`src/rtl/ping_pong_pkg.sv`:
```
// Shared definitions for the ping-pong button path: button indices,
// channel FSM encoding and default timing constants (50 MHz clock).
package ping_pong_pkg;

   localparam int BTN_P1L = 0;
   localparam int BTN_P1R = 1;
   localparam int BTN_P2L = 2;
   localparam int BTN_P2R = 3;

   localparam int DEF_N_BTN           = 4;
   localparam int DEF_DEBOUNCE_CYCLES = 500000;
   localparam int DEF_REPEAT_DELAY    = 15000000;
   localparam int DEF_REPEAT_PERIOD   = 2500000;
   localparam int DEF_CNT_W           = 24;

   typedef enum logic [2:0] {
      IDLE     = 3'd0,
      DB_PRESS = 3'd1,
      HELD     = 3'd2,
      REPEAT   = 3'd3,
      DB_REL   = 3'd4
   } chan_state_e;

endpackage

```
`src/rtl/button_channel.sv`:
```
// One button: 2-flop synchroniser, debounce/auto-repeat FSM and counter.
// Pulses are registered and qualified by en_i; level always tracks.
module button_channel
   import ping_pong_pkg::*;
#(
   parameter int DEBOUNCE_CYCLES = DEF_DEBOUNCE_CYCLES,
   parameter int REPEAT_DELAY    = DEF_REPEAT_DELAY,
   parameter int REPEAT_PERIOD   = DEF_REPEAT_PERIOD,
   parameter int CNT_W           = DEF_CNT_W
) (
   input  logic        clk_i,
   input  logic        reset_i,
   input  logic        btn_n_i,
   input  logic        en_i,
   output logic        level_o,
   output logic        press_o,
   output logic        release_o,
   output logic        move_o,
   output chan_state_e state_o
);

   localparam longint unsigned CNT_MAX = (64'd1 << CNT_W) - 64'd1;

   if (DEBOUNCE_CYCLES < 1 || REPEAT_DELAY < 1 || REPEAT_PERIOD < 1) begin : g_bad_count
      $error("button_channel: every count parameter must be at least 1");
   end
   if (longint'(DEBOUNCE_CYCLES) > CNT_MAX || longint'(REPEAT_DELAY) > CNT_MAX ||
       longint'(REPEAT_PERIOD) > CNT_MAX) begin : g_bad_cnt_w
      $error("button_channel: CNT_W too small for the configured counts");
   end

   // The IDLE cycle that first sees the press counts as debounce cycle one,
   // so the debounce states terminate one count earlier than the repeat states.
   localparam logic [CNT_W-1:0] DB_LAST = CNT_W'((DEBOUNCE_CYCLES >= 2) ? DEBOUNCE_CYCLES - 2 : 0);
   localparam logic [CNT_W-1:0] RD_LAST = CNT_W'(REPEAT_DELAY - 1);
   localparam logic [CNT_W-1:0] RP_LAST = CNT_W'(REPEAT_PERIOD - 1);
   localparam bit               DB_ONE  = (DEBOUNCE_CYCLES == 1);

   logic             sync1_q, sync2_q;
   logic             s;
   chan_state_e      state_q;
   logic [CNT_W-1:0] cnt_q;
   logic             rep_q;
   logic             level_q, press_q, release_q, move_q;

   assign s = ~sync2_q;

   always_ff @(posedge clk_i or posedge reset_i) begin
      if (reset_i) begin
         sync1_q   <= 1'b1;
         sync2_q   <= 1'b1;
         state_q   <= IDLE;
         cnt_q     <= '0;
         rep_q     <= 1'b0;
         level_q   <= 1'b0;
         press_q   <= 1'b0;
         release_q <= 1'b0;
         move_q    <= 1'b0;
      end else begin
         sync1_q   <= btn_n_i;
         sync2_q   <= sync1_q;
         press_q   <= 1'b0;
         release_q <= 1'b0;
         move_q    <= 1'b0;
         case (state_q)
            IDLE: begin
               if (s) begin
                  cnt_q <= '0;
                  if (DB_ONE) begin
                     state_q <= HELD;
                     rep_q   <= 1'b0;
                     level_q <= 1'b1;
                     press_q <= en_i;
                     move_q  <= en_i;
                  end else begin
                     state_q <= DB_PRESS;
                  end
               end
            end
            DB_PRESS: begin
               if (!s) begin
                  state_q <= IDLE;
                  cnt_q   <= '0;
               end else if (cnt_q == DB_LAST) begin
                  state_q <= HELD;
                  cnt_q   <= '0;
                  rep_q   <= 1'b0;
                  level_q <= 1'b1;
                  press_q <= en_i;
                  move_q  <= en_i;
               end else begin
                  cnt_q <= cnt_q + CNT_W'(1);
               end
            end
            HELD, REPEAT: begin
               if (!s) begin
                  cnt_q <= '0;
                  if (DB_ONE) begin
                     state_q   <= IDLE;
                     level_q   <= 1'b0;
                     release_q <= en_i;
                  end else begin
                     state_q <= DB_REL;
                     rep_q   <= (state_q == REPEAT);
                  end
               end else if (cnt_q == ((state_q == HELD) ? RD_LAST : RP_LAST)) begin
                  state_q <= REPEAT;
                  cnt_q   <= '0;
                  move_q  <= en_i;
               end else begin
                  cnt_q <= cnt_q + CNT_W'(1);
               end
            end
            DB_REL: begin
               if (s) begin
                  // Release bounce: resume where we were, repeat timing restarts.
                  state_q <= rep_q ? REPEAT : HELD;
                  cnt_q   <= '0;
               end else if (cnt_q == DB_LAST) begin
                  state_q   <= IDLE;
                  cnt_q     <= '0;
                  level_q   <= 1'b0;
                  release_q <= en_i;
               end else begin
                  cnt_q <= cnt_q + CNT_W'(1);
               end
            end
            default: begin
               state_q <= IDLE;
               cnt_q   <= '0;
               level_q <= 1'b0;
            end
         endcase
      end
   end

   assign level_o   = level_q;
   assign press_o   = press_q;
   assign release_o = release_q;
   assign move_o    = move_q;
   assign state_o   = state_q;

endmodule

```
`src/rtl/button_conditioner.sv`:
```
// Conditions the raw active-low player buttons into debounced levels and
// press/release/move pulses; enable suppresses pulses without stopping the FSMs.
module button_conditioner
   import ping_pong_pkg::*;
#(
   parameter int N_BTN           = DEF_N_BTN,
   parameter int DEBOUNCE_CYCLES = DEF_DEBOUNCE_CYCLES,
   parameter int REPEAT_DELAY    = DEF_REPEAT_DELAY,
   parameter int REPEAT_PERIOD   = DEF_REPEAT_PERIOD,
   parameter int CNT_W           = DEF_CNT_W
) (
   input  logic               clk_i,
   input  logic               reset_i,
   input  logic [N_BTN-1:0]   btn_n_i,
   input  logic               enable_i,
   output logic [N_BTN-1:0]   level_o,
   output logic [N_BTN-1:0]   press_o,
   output logic [N_BTN-1:0]   release_o,
   output logic [N_BTN-1:0]   move_o,
   output logic [3*N_BTN-1:0] state_o
);

   for (genvar i = 0; i < N_BTN; i++) begin : g_chan
      chan_state_e ch_state;

      button_channel #(
         .DEBOUNCE_CYCLES (DEBOUNCE_CYCLES),
         .REPEAT_DELAY    (REPEAT_DELAY),
         .REPEAT_PERIOD   (REPEAT_PERIOD),
         .CNT_W           (CNT_W)
      ) u_chan (
         .clk_i     (clk_i),
         .reset_i   (reset_i),
         .btn_n_i   (btn_n_i[i]),
         .en_i      (enable_i),
         .level_o   (level_o[i]),
         .press_o   (press_o[i]),
         .release_o (release_o[i]),
         .move_o    (move_o[i]),
         .state_o   (ch_state)
      );

      assign state_o[3*i +: 3] = ch_state;
   end

endmodule

```
`config.mk`:
```
export PLATFORM = sky130hd
export DESIGN_NAME = button_conditioner
export DESIGN_NICKNAME = d
export VERILOG_FILES = /design/src/rtl/ping_pong_pkg.sv /design/src/rtl/button_channel.sv /design/src/rtl/button_conditioner.sv
export SDC_FILE = /design/constraint.sdc
export NUM_CORES = 1
export LEC_CHECK = 0
export ABC_AREA = 1
export BUFFER_PORTS_ARGS = -buffer_cell sky130_fd_sc_hd__clkbuf_2
export CAP_MARGIN = 20
export CORE_MARGIN = 5
export CORE_UTILIZATION = 57
export CTS_BUF_LIST = sky130_fd_sc_hd__clkbuf_4 sky130_fd_sc_hd__clkbuf_8
export CTS_CLUSTER_SIZE = 25
export DETAILED_ROUTE_END_ITERATION = 7
export PLACE_DENSITY = 0.74
export SYNTH_ARGS = -nofsm -noshare
export SYNTH_HDL_FRONTEND = slang
export SYNTH_SLANG_ARGS = --single-unit
```
`constraint.sdc`:
```
create_clock -name clk_i -period 5.14 [get_ports clk_i]
set_input_delay 1.028 -clock clk_i [delete_from_list [all_inputs] [get_ports clk_i]]
set_output_delay 1.028 -clock clk_i [all_outputs]
set_load 0.02 [all_outputs]
```
==> After elaboration in Yosys (flattened, before gate mapping) <==
Index checks and enable logic that the tools add are counted.
W data, S select, Z words.
{ "word_totals": {"ff_bits": 136, "input_bits": 7, "out_inout_bits": 28, "word_cells": 264} }
{ "classes": {"n_addsub": 4, "eq_ne": 60, "n_mux": 132, "bitwise": 4, "reduce_logical": 28} }
{ "ops": {"columns": ["operator", "n"], "rows": [
  ["$mux W24", 28],
  ["$pmux W24 S4", 4],
  ["$add A24 B1 Y24 const B", 4],
  ["$eq A24 B19 Y1 const B", 4],
  ["$eq A24 B24 Y1", 4],
  ["$mux W3", 28],
  ["$mux W1", 56],
  ["$pmux W3 S4", 4],
  ["$ne A2 B1 Y1 const B", 16],
  ["$reduce_and A4 Y1", 8],
  ["$eq A3 B2 Y1 const B", 8],
  ["$ne A3 B1 Y1 const B", 8],
  ["$reduce_and A5 Y1", 4],
  ["$ne A2 B2 Y1 const B", 8],
  ["$pmux W1 S2", 8],
  ["$eq A3 B1 Y1 const B", 4],
  ["$eq A3 B3 Y1 const B", 4],
  ["$logic_not A3 Y1", 4],
  ["$ne A3 B3 Y1 const B", 4],
  ["$pmux W1 S3", 4],
  ["$reduce_or A3 Y1", 4],
  ["$reduce_bool A2 Y1", 4],
  ["$reduce_or A2 Y1", 4],
  ["$not A1 Y1", 4]
]} }

==> Longest topological paths before layout <==
{ "logic_depth": {"word_depth": 6, "depth_mapped": 12, "mapped_depth_nobuf": 12} }

==> Modules after synthesis <==
From an unflattened synthesis, not the netlist that was laid out.
{ "unflattened": {"hier_cells": 1362, "area_unflattened_um2": 9186.3} }
{ "by_module_without_submodules": {"columns": ["module", "instances", "cells_each", "area_each_um2", "seq_area_each_um2"], "rows": [
  ["button_channel at g_chan[2].u_chan", 1, 345, 2339.7, 853.3],
  ["button_channel at g_chan[1].u_chan", 1, 343, 2329.7, 853.3],
  ["button_channel at g_chan[0].u_chan", 1, 342, 2288.4, 853.3],
  ["button_channel at g_chan[3].u_chan", 1, 332, 2228.4, 853.3]
]} }

==> Worst setup path after synthesis <==
No wires, ideal clock.
{ "synth_path": {"kind": "reg-to-reg", "startpoint": "reg g_chan[2].u_chan.cnt_q[0]", "endpoint": "reg g_chan[2].u_chan.cnt_q[23]", "setup_time_ns": 0.116, "arrival_time_ns": 1.568, "t_required_ns": 5.024, "path_slack_ns": 3.456, "stages_incl_launch_ff": 12, "n_path_buf": 1, "period_less_slack_ns": 1.684, "path_cell_list": "dfrtp_1 -> ha_1 -> nand2_1 -> nor2_2 -> nand2_1 -> nor2_1 -> nand3_2 -> nand2_4 -> nand3_4 -> buf_6 -> nand2_1 -> nand2_1"} }
{ "synth_via": {"elab_chain_cells": 4, "elab_cells_between_ends": 9, "cone_classes": "add/sub (1); eq/ne (2); mux (6)"} }
{ "synth_lines": {"columns": ["item", "line", "source"], "rows": [
  ["start: declaration", "button_channel.sv:42", "logic [CNT_W-1:0] cnt_q;"],
  ["start signal: assignment", "button_channel.sv:92", "cnt_q <= cnt_q + CNT_W'(1);"],
  ["start signal: assignment", "button_channel.sv:111", "cnt_q <= cnt_q + CNT_W'(1);"],
  ["start signal: assignment", "button_channel.sv:125", "cnt_q <= cnt_q + CNT_W'(1);"],
  ["$add A24 B1 Y24, or another cell as far along", "button_channel.sv:92, button_channel.sv:111, button_channel.sv:125", null],
  ["$mux W24, on equally long branches", "button_channel.sv:84, button_channel.sv:119, button_channel.sv:106", null],
  ["$mux W24, on equally long branches", "button_channel.sv:115, button_channel.sv:81, button_channel.sv:96", null],
  ["$pmux W24 S4 (*)", "button_channel.sv:65", "case (state_q)"]
]} }
Mark *: on every way between the ends. The rest lies on a longest branch, timed or not.
A chain may end at the register's enable or synchronous reset.

==> Final worst setup path <==
{ "layout_path": {"startpoint": "reg g_chan[1].u_chan.state_q[0]", "endpoint": "out state_o[3]"} }
{ "layout_lines": {"columns": ["item", "line", "source"], "rows": [
  ["start: declaration", "button_channel.sv:41", "chan_state_e state_q;"],
  ["start signal: assignment", "button_channel.sv:117", "state_q <= rep_q ? REPEAT : HELD;"],
  ["end: declaration", "button_conditioner.sv:20", "output logic [3*N_BTN-1:0] state_o"]
]} }
No word-level cell between the ends.

==> metrics.md <==
| Metric | Value |
|---|---|
| Setup_tns | 0 ns |
| Fin worst setup slack | 2.97 ns |
| Final Hold Fails | 0 |
| Area growth syn-to-layout | 7.21% |
| Rows | 47 |
| H-tree depth | 4 |
| Initial antenna violation count | 0 |
| Clk pwr share | 31.2% |
| CP max FO | 6 |
| FFs w/ async S/R, synth | 100% |
| Cell variety after synth | 39 |
| Max Fclk | 462 MHz |
| Leakage | 0.00479 µW |
| Pwr/cell area | 329 mW/mm² |
| Slowest CP cell | dfrtp_1 |
| Root Driver | clkbuf_8 |
| Most area-consuming cells after synthesis | dfrtp_1 34%, nand2_1 20%, nor2_1 8.8% |
| Final ANT Viol Nets | 0 |
| Antenna diodes | 0 |
| Number of synthesized flops with an enable pin | 0 |
| Gr ovfl total | 0 |
| Max incr delay on CP | 0.46 ns |
| First-pass GRT wire length | 41.0 mm |
| Worst-case clock buffer depth | 2 |
| Comb pwr share | 30.5% |
| CTS resizes | 0 |
| Post-synthesis sequential area ratio | 36.4% |
| Largest net degree at the start of global routing | 108 |
| Die height | 138 µm |
| Register bit total from synthesis | 136 |
| Req. time, crit path | 4.11 ns |
| Synthesized area per cell | 6.46 µm² |
| Worst ir drop on vdd | 0.326 mV |
| Detailed Route WL | 23.7 mm |
| Post-Synthesis Cells | 1,453 |
| Sequential Power Share | 38.3% |
| Crit path from | g_chan[1].u_chan.state_o[0] |
| WP depth | 1 |
| Final #Nets | 1,481 |
| Pint | 2020 µW |
| Vias | 9,122 |
| # Post-CTS Setup Buffers | 0 |
| Reg2reg path depth | 9 |
| Min Clock Period, post-route | 2.17 ns |
| Tcrit/Tclk final | 42.2% |
| Reg clk slew, reported paths | 0.08 ns |
| Syn nets | 1,468 |
| Total Routing Usage GR | 25.4% |
| Die area | 0.0191 mm² |
| Vias per inst | 5.37 |
| DRT iter0 DRCs | 763 |
| Worst path top cell family by delay | flip-flops |
| CTS tree | yes |
| Clock sinks | 136 |
| NetSw | 1290 µW |
| Final non-filler cell total | 1,699 |
| Min-delay src | g_chan[3].u_chan.sync1_q |
| Setup crit end kind | output port |
| RSZ-0062 raised after global routing | false |
| Worst slew margin | 60.9% |
| Hold Slack | 0.349 ns |
| Vias in the first global route | 8,472 |
| CP Launch Type | register |
| Cts bufs inserted | 17 |
| Type of the worst min-delay path | reg2reg |
| Place WS | 2.77 ns |
| Hold-fix buffers, CTS | 0 |
| Warnings, synthesis | 0 |
| Synthesized cell area | 0.00939 mm² |
| Cell taking the most area after synthesis | dfrtp_1 |
| Post-DR wirelength/cell | 13.9 µm |
| Most common cell in the netlist | nand2_1 |
| Core box area | 0.0163 mm² |
| Worst-Skew Late Latency | 0.45 ns |
| Share of layout cells above drive strength 1 | 7.71% |
| Port Buffers | 34 |
| Yosys top cell area share | 34.1% |
| Slew Limit Fails | 0 |
| Crit Path Category | reg2out |
| Endpoints failing setup | 0 |
| Status | finished clean |
| # IOs | 35 |
| Slew @ Worst Pin | 0.585 ns |
| DR pass1 iterations | 5 |
| Worst path cell trace | clkbuf_2 |
| Placer Congestion | 0.964 |
| R2r startpoint | g_chan[2].u_chan.cnt_q[0] |
| Setup Skew | 0.0114 ns |
| CP Buf/Inv Count | 1 |
| Starting Density | 57.4% |
| DRC viols | 0 |
| Switching portion of total power | 39.1% |
| Die width | 138 µm |
| Max Cap Viol | 0 |
| Most frequent cells after synthesis | 501 x nand2_1, 220 x nor2_1, 170 x inv_1 |
| # placed instances | 1,666 |
| Hold path depth | 0 |
| Post-detail-place hpwl | 17.4 mm |
| Main synth FF type | dfrtp_1 |
| Worst Path Arrival | 1.14 ns |
## per-stage QoR
step / util, % / instance area, µm² / power, µW
after detailed placement: 58.6 / 9580 / 2300
after global routing: 61.6 / 10100 / 3530
after floorplan: - / 9390 / 2070
after CTS: 61.4 / 10000 / 3340
final: 61.6 / 10100 / 3310
after global placement: 58.6 / 9580 / 2290
## placed cells by master, fill, tap and decap left out, types with 3 or more instances in the layout
master     netlist  routed
o21ai_1          6       6
xor2_1          36      36
nand3_2          5       5
dfrtp_1        128     128
nand3_4          3       3
nand2_4          3       3
nor3_1          32      32
nor2_2          12      12
clkbuf_8         0      18
inv_2            5       5
nor2_1         220     220
inv_1          170     169
o21ai_0         59      59
nand4_1         64      64
dfstp_2          8       8
clkbuf_2         0      34
nand2_2          5       5
ha_1             8       8
a31oi_1          5       5
bufinv_16        0       5
nand2_1        501     501
nand3_1        104     104
a21oi_1         15      15
buf_4           17       3
clkinv_2         0       3
## kinds of logic (layout without fill, tap and decap cells)
| family | after synthesis | in the layout | synth area share (%) |
|---|---|---|---|
| adders and majority gates | 8 | 8 | 1.07 |
| xor gates and xnor gates | 37 | 37 | 3.45 |
| AOI/OAI and AO/OA | 96 | 96 | 5.48 |
| and+or+nand+nor | 956 | 956 | 43.6 |
| buffers and inverters | 220 | 246 | 10.1 |
| DFF | 136 | 136 | 36.4 |
## path summary, 6_finish.rpt
check | slack (ns) | to
max in group asynchronous | 3.48 | g_chan[0].u_chan.sync1_q
worst min register to register | 0.35 | g_chan[3].u_chan.sync2_q
min in group asynchronous | 0.51 | g_chan[1].u_chan.press_o
worst max register to register | 3.12 | g_chan[2].u_chan.cnt_q[16]
worst min-delay path | 0.35 | g_chan[3].u_chan.sync2_q
worst max-delay path | 2.97 | state_o[3]
## cell type report
class                      count  area (µm²)
clock buffer                  20         263
clock inverter                12         198
fill                        1547        6280
inverter                     176         666
multi-input combinational   1097        5030
sequential                   136        3410
tap                          220         275
timing repair buffer          38         220
## power groups by stage
stage	clock network (µW)	registers, µW	logic (µW)
floorplan	0	1310	760
global placement	0	1290	1000
detailed placement	0	1290	1010
CTS	1060	1270	1020
global route	1110	1280	1140
finish	1030	1270	1010
## per-layer routing
| layer | GRT usage [%] | wire length, µm | vias up |
|---|---|---|---|
| met5 | 0 | 0 | - |
| met4 | 7.75 | 476 | 0 |
| met3 | 5.28 | 1410 | 37 |
| met2 | 39.9 | 10700 | 288 |
| met1 | 35.8 | 11100 | 4180 |
| li1 | - | - | 4617 |
## sequential cells by signal, summed over array words and instances, names as in the netlist
signal                   flops
g_chan.u_chan.press_o        4
g_chan.u_chan.sync2_q        4
g_chan.u_chan.cnt_q         96
g_chan.u_chan.state_o       12
g_chan.u_chan.level_o        4
g_chan.u_chan.move_o         4
g_chan.u_chan.release_o      4
g_chan.u_chan.sync1_q        4
g_chan.u_chan.rep_q          4
(Power assumes the default switching activity.)
